$ cat src/rtl/uart_tx.sv
// uart_tx: unbuffered UART transmitter.
// Sends a start bit, 5-8 data bits LSB first, optional even/odd parity and
// 1 or 2 stop bits. Each bit lasts 16 brgCLKEN pulses from the shared BRG.
module uart_tx (
    input  logic       clk,
    input  logic       rst,
    input  logic       clr,
    input  logic       brgCLKEN,
    input  logic [1:0] length,
    input  logic       stop,
    input  logic [1:0] parity,
    input  logic [7:0] data,
    input  logic       load,
    output logic       empty,
    output logic       intr,
    output logic       txd
);

    localparam int unsigned DATA_W = 8;
    localparam int unsigned DIV_W  = 4;
    localparam int unsigned CNT_W  = 3;

    typedef enum logic [3:0] {
        IDLE   = 4'd0,
        START  = 4'd1,
        BIT0   = 4'd2,
        BIT1   = 4'd3,
        BIT2   = 4'd4,
        BIT3   = 4'd5,
        BIT4   = 4'd6,
        BIT5   = 4'd7,
        BIT6   = 4'd8,
        BIT7   = 4'd9,
        PARITY = 4'd10,
        STOP1  = 4'd11,
        STOP2  = 4'd12,
        DONE   = 4'd13
    } state_t;

    state_t              state;
    logic [DIV_W-1:0]    brdiv;
    logic [DATA_W-1:0]   shift;
    logic [CNT_W-1:0]    bitcnt;
    logic [CNT_W-1:0]    lastbit;
    logic                par_en;
    logic                par_bit;
    logic                stop2;

    // Character mask and parity of the character presented with load
    logic [DATA_W-1:0]   mask_c;
    logic [DATA_W-1:0]   masked_c;
    logic                par_bit_c;

    // Mask off bits above the selected length and precompute the parity bit
    always_comb begin
        mask_c    = 8'hFF >> (2'd3 - length);
        masked_c  = data & mask_c;
        par_bit_c = (^masked_c) ^ (parity == 2'b10);
    end

    // Transmit state machine with registered txd/empty/intr
    always_ff @(posedge clk) begin
        if (rst || clr) begin
            state   <= IDLE;
            brdiv   <= '0;
            shift   <= '0;
            bitcnt  <= '0;
            lastbit <= '0;
            par_en  <= 1'b0;
            par_bit <= 1'b0;
            stop2   <= 1'b0;
            txd     <= 1'b1;
            empty   <= 1'b1;
            intr    <= 1'b0;
        end else begin
            intr <= 1'b0;
            if (load && empty) begin
                shift   <= masked_c;
                lastbit <= CNT_W'(3'd4 + CNT_W'(length));
                par_en  <= ^parity;
                par_bit <= par_bit_c;
                stop2   <= stop;
                bitcnt  <= '0;
                brdiv   <= 4'd15;
                state   <= START;
                txd     <= 1'b0;
                empty   <= 1'b0;
            end else begin
                case (state)
                    IDLE: begin
                        txd   <= 1'b1;
                        empty <= 1'b1;
                    end
                    DONE: begin
                        state <= IDLE;
                        txd   <= 1'b1;
                        empty <= 1'b1;
                    end
                    START, BIT0, BIT1, BIT2, BIT3, BIT4, BIT5, BIT6, BIT7,
                    PARITY, STOP1, STOP2: begin
                        if (brgCLKEN) begin
                            if (brdiv != '0) begin
                                brdiv <= brdiv - 4'd1;
                            end else begin
                                brdiv <= 4'd15;
                                case (state)
                                    START: begin
                                        state  <= BIT0;
                                        txd    <= shift[0];
                                        shift  <= shift >> 1;
                                        bitcnt <= '0;
                                    end
                                    BIT0, BIT1, BIT2, BIT3, BIT4, BIT5, BIT6, BIT7: begin
                                        if (bitcnt == lastbit) begin
                                            if (par_en) begin
                                                state <= PARITY;
                                                txd   <= par_bit;
                                            end else begin
                                                state <= STOP1;
                                                txd   <= 1'b1;
                                            end
                                        end else begin
                                            state  <= state_t'(state + 4'd1);
                                            txd    <= shift[0];
                                            shift  <= shift >> 1;
                                            bitcnt <= bitcnt + 3'd1;
                                        end
                                    end
                                    PARITY: begin
                                        state <= STOP1;
                                        txd   <= 1'b1;
                                    end
                                    STOP1: begin
                                        txd <= 1'b1;
                                        if (stop2) begin
                                            state <= STOP2;
                                        end else begin
                                            state <= DONE;
                                            intr  <= 1'b1;
                                            empty <= 1'b1;
                                        end
                                    end
                                    STOP2: begin
                                        state <= DONE;
                                        txd   <= 1'b1;
                                        intr  <= 1'b1;
                                        empty <= 1'b1;
                                    end
                                    default: begin
                                        state <= IDLE;
                                        txd   <= 1'b1;
                                        empty <= 1'b1;
                                    end
                                endcase
                            end
                        end
                    end
                    default: begin
                        state <= IDLE;
                        txd   <= 1'b1;
                        empty <= 1'b1;
                    end
                endcase
            end
        end
    end

endmodule

$ cat config.mk
export PLATFORM = sky130hd
export DESIGN_NAME = uart_tx
export DESIGN_NICKNAME = d
export VERILOG_FILES = /design/src/rtl/uart_tx.sv
export SDC_FILE = /design/constraint.sdc
export NUM_CORES = 1
export LEC_CHECK = 0
export ABC_AREA = 1
export ABC_CLOCK_PERIOD_IN_PS = 2200
export CAP_MARGIN = 0
export CORE_ASPECT_RATIO = 1.5
export CORE_UTILIZATION = 55
export CTS_BUF_LIST = sky130_fd_sc_hd__clkbuf_4
export CTS_CLUSTER_SIZE = 30
export DETAILED_ROUTE_END_ITERATION = 16
export GPL_ROUTABILITY_DRIVEN = 0
export GPL_TIMING_DRIVEN = 0
export PLACE_DENSITY = 0.79
export SLEW_MARGIN = 20
export SYNTH_ARGS = -nofsm -noshare
export SYNTH_HDL_FRONTEND = slang
export SYNTH_SLANG_ARGS = --single-unit
$ cat constraint.sdc
create_clock -name clk -period 2.2 [get_ports clk]
set_clock_uncertainty 0.2 [all_clocks]
set_input_delay 0.44 -clock clk [delete_from_list [all_inputs] [get_ports clk]]
set_output_delay 0.44 -clock clk [all_outputs]
set_load 0.005 [all_outputs]
==> out/results.ini <==
[outcome]
status=complete, no violations

[sta]
whs_ps=270.5
fin_tns_setup_ps=0
fin_crit_sh_pct=90.26
finalWorstSetupSlack_ps=214.2
rsz0062_at_grt=no
final.min_clock_period_ps=1986
slew_viol_final=0
worst_pin_slew_ps=471.3
hold_viol_final=0
max_freq_mhz=503.6
slew-limit-headroom_pct=68.58
finalSetupViolCount=0

[pwr]
p_per_area_nw_per_um2=541.2
p_sw_share_pct=27.79
power_switching_uw=313.6
irDropWorstVdd_mv=0.5809
seq_power_share_pct=48.2
p_comb_share_pct=22.1
intPower_uw=815.1
clkPwrFrac_pct=29.7
leakage_nw=1.013

[worst_hold_path]
hold_path_depth=2
hp-class=reg2reg
hold-path-endpoint=brdiv[2]
hold_start=brdiv[2]

[critical_path]
worstSetupEndpointType=flop
critPathArrivalTime_ps=2020
critPathKind=reg2reg
critPathRequiredTime_ps=2240
critPathBufInv=1
start_kind=flop
cp_top_family=simple AND/OR/NAND/NOR gates
cpMostUsedCell=nor2_1
r2r-start=state[0]
r2r_slack_ps=210
critPathSlowestCell=dfxtp_4
critPathMaxFanout=8
worst_path_largest_cell_delay_ps=420
cp_cell_sequence=inv_1 > ha_1 > nor2_1 > nor2_1 > nor2_4 > nand2_4 > nand2_4 > nand3_4 > o21ai_0 > nor2_1
r2r-end=bitcnt[1]
reg2reg_depth=10

[global_routing]
grt_pass1_vias=1570
track_usage_pct=24.27
antenna_found_initial=0
grt_start_max_net_pins=17
grt_pass1_wl_um=6658
grt_overflow_total=0

[synthesis]
ys_warn_count=0
synth_top_cell_by_area=dfxtp_1
seq_area_frac_synth_pct=31.50
ys_types=28
syn_inst=273
ys_seq_elements=28
synth_top_area_share_pct=31.50
synth_area_leaders=dfxtp_1 (32%), nand2_1 (16%), o21ai_0 (7.0%)
netlist_area_um2=1779
syn_area_per_cell_um2=6.517
syn_nets=299

[floorplan]
row_count=24
dieWidth_um=48.44
start_util_pct=59.25
io_pins=21
die-area_um2=3471
core_um2=3003
die_h_um=71.66

[drt]
wl_met1_um=1636
via_per_inst=5.018
wirelength_um=3735
wl_met2_um=1978
drt-pass1-iter-count=4
wl_per_cell_um=11.12
drt_iter0_markers=36
ant_nets=0
drc=0
num_vias=1686
dr_wl_met3_um=72
highest_layer=met4

[clock_tree]
clk_pin_slew_ps=160
cts-root-buf=clkbuf_4
cts-hold-fix-buffers=0
cts_tree=yes
cts_max_level=1
clkLatencyLatePin_ps=330
cts_buffers=3
cts_buffer_depth=2
cts_sinks=28

[final_layout]
fillers=277
layout_commonest_cell=nand2_1
instances_no_fill=336
synthToLayoutAreaGrowth_pct=17.23
layout-drive-gt1-share_pct=8.754
diodes=0
nNetsFinal=324
final_cell_mix=nand2_1 (74), nor2_1 (31), inv_1 (30), dfxtp_1 (26), o21ai_0 (25)

[placed_design]
portBuffers=20
place_hpwl_um=3008
pre_cts_slack_ps=-78.29
dpl.cell_count=332

[flow_run]
cap_violations=0

worst max path at each step:
stage | to | slack (ps) | from | cells after the start
2_1_floorplan | shift[5] | 350 | state[0] | 12
3_3_place_gp | txd | -50 | load | 7
3_5_place_dp | par_bit | -80 | parity[0] | 11
4_1_cts | bitcnt[0] | 70 | state[0] | 10
5_1_grt | txd | 30 | state[0] | 11
6_report | bitcnt[1] | 210 | state[0] | 10
routing by layer:
metal  global-route usage [%]  up-vias
li1                         -      918
met1                    28.06      738
met2                    46.32       26
met3                    2.548        4
met4                    7.516        0
met5                        0        -
worst register-to-register path: stages, from the launching register on:
cell	delay [ps]
dfxtp_4	420
inv_1	70
ha_1	200
nor2_1	100
nor2_1	70
nor2_4	170
nand2_4	110
nand2_4	90
nand3_4	110
o21ai_0	280
nor2_1	80
repair_timing:
| action | CTS | global route |
|---|---|---|
| buffers inserted | 0 | 0 |
| setup endpoints to repair | 0 | 20 |
| resized for setup | 0 | 3 |
sequential cells by signal, indices dropped and copies added (netlist names):
name	count
bitcnt	3
brdiv	4
empty	1
intr	1
lastbit	3
par_bit	1
par_en	1
shift	8
state	4
stop2	1
txd	1
layout make-up:
type                       count  area (µm²)  area share [%]
tap                           39       48.80           2.340
buffer                         5       22.52           1.080
inverter                      33       126.4           6.059
clock buffer                   3       22.52           1.080
multi-input combinational    207        1070           51.29
clock inverter                 1       30.03           1.440
timing repair buffer          20       200.2           9.598
sequential                    28       565.5           27.11
synth_stat cells:
| cell | count |
|---|---|
| nand2_1 | 74 |
| nor2_1 | 31 |
| inv_1 | 30 |
| dfxtp_1 | 28 |
| o21ai_0 | 25 |
| nand3_1 | 23 |
| a21oi_1 | 13 |
| ha_1 | 8 |
| xor2_1 | 7 |
| nand2_2 | 5 |
| clkbuf_1 | 4 |
| nand2_4 | 3 |
| or2_2 | 3 |
| inv_2 | 2 |
| nand3_2 | 2 |
| nand4_1 | 2 |
| xnor2_1 | 2 |
| a211oi_1 | 1 |
| a21o_1 | 1 |
| and2_1 | 1 |
| buf_4 | 1 |
| inv_4 | 1 |
| nand3_4 | 1 |
| nand3b_1 | 1 |
| nor2_2 | 1 |
| nor2_4 | 1 |
| nor3_1 | 1 |
| or2_0 | 1 |
power by group through the flow:
| stage | sequential [mW] | combinational [mW] | clock, mW |
|---|---|---|---|
| finish | 0.544 | 0.250 | 0.335 |
| floorplan | 0.552 | 0.171 | 0 |
| global placement | 0.554 | 0.246 | 0 |
| CTS | 0.544 | 0.251 | 0.343 |
| detailed placement | 0.555 | 0.250 | 0 |
| global route | 0.547 | 0.286 | 0.361 |
cell families (layout without fill, tap and decap cells):
group                    Yosys count  in the layout  synth area share (%)
AO/OA/AOI/OAI                     40             40                 11.53
XOR/XNOR                           9              9                 4.431
adder cells (fa/ha/maj)            8              8                 5.626
buffers and inverters             38             62                 8.369
flip-flops                        28             28                 31.51
AND/OR/NAND/NOR                  150            150                 38.54
per-stage QoR:
| step | power, mW | util, % | cell area [µm²] |
|---|---|---|---|
| 6_report | 1.129 | 69.46 | 2086 |
| 5_1_grt | 1.195 | 69.46 | 2086 |
| 4_1_cts | 1.138 | 69.29 | 2081 |
| 3_5_place_dp | 0.8049 | 67.54 | 2028 |
| 3_3_place_gp | 0.8001 | 67.54 | 2028 |
| 2_1_floorplan | 0.7231 | - | 1779 |
No activity file was read; power rests on OpenSTA's default activity.
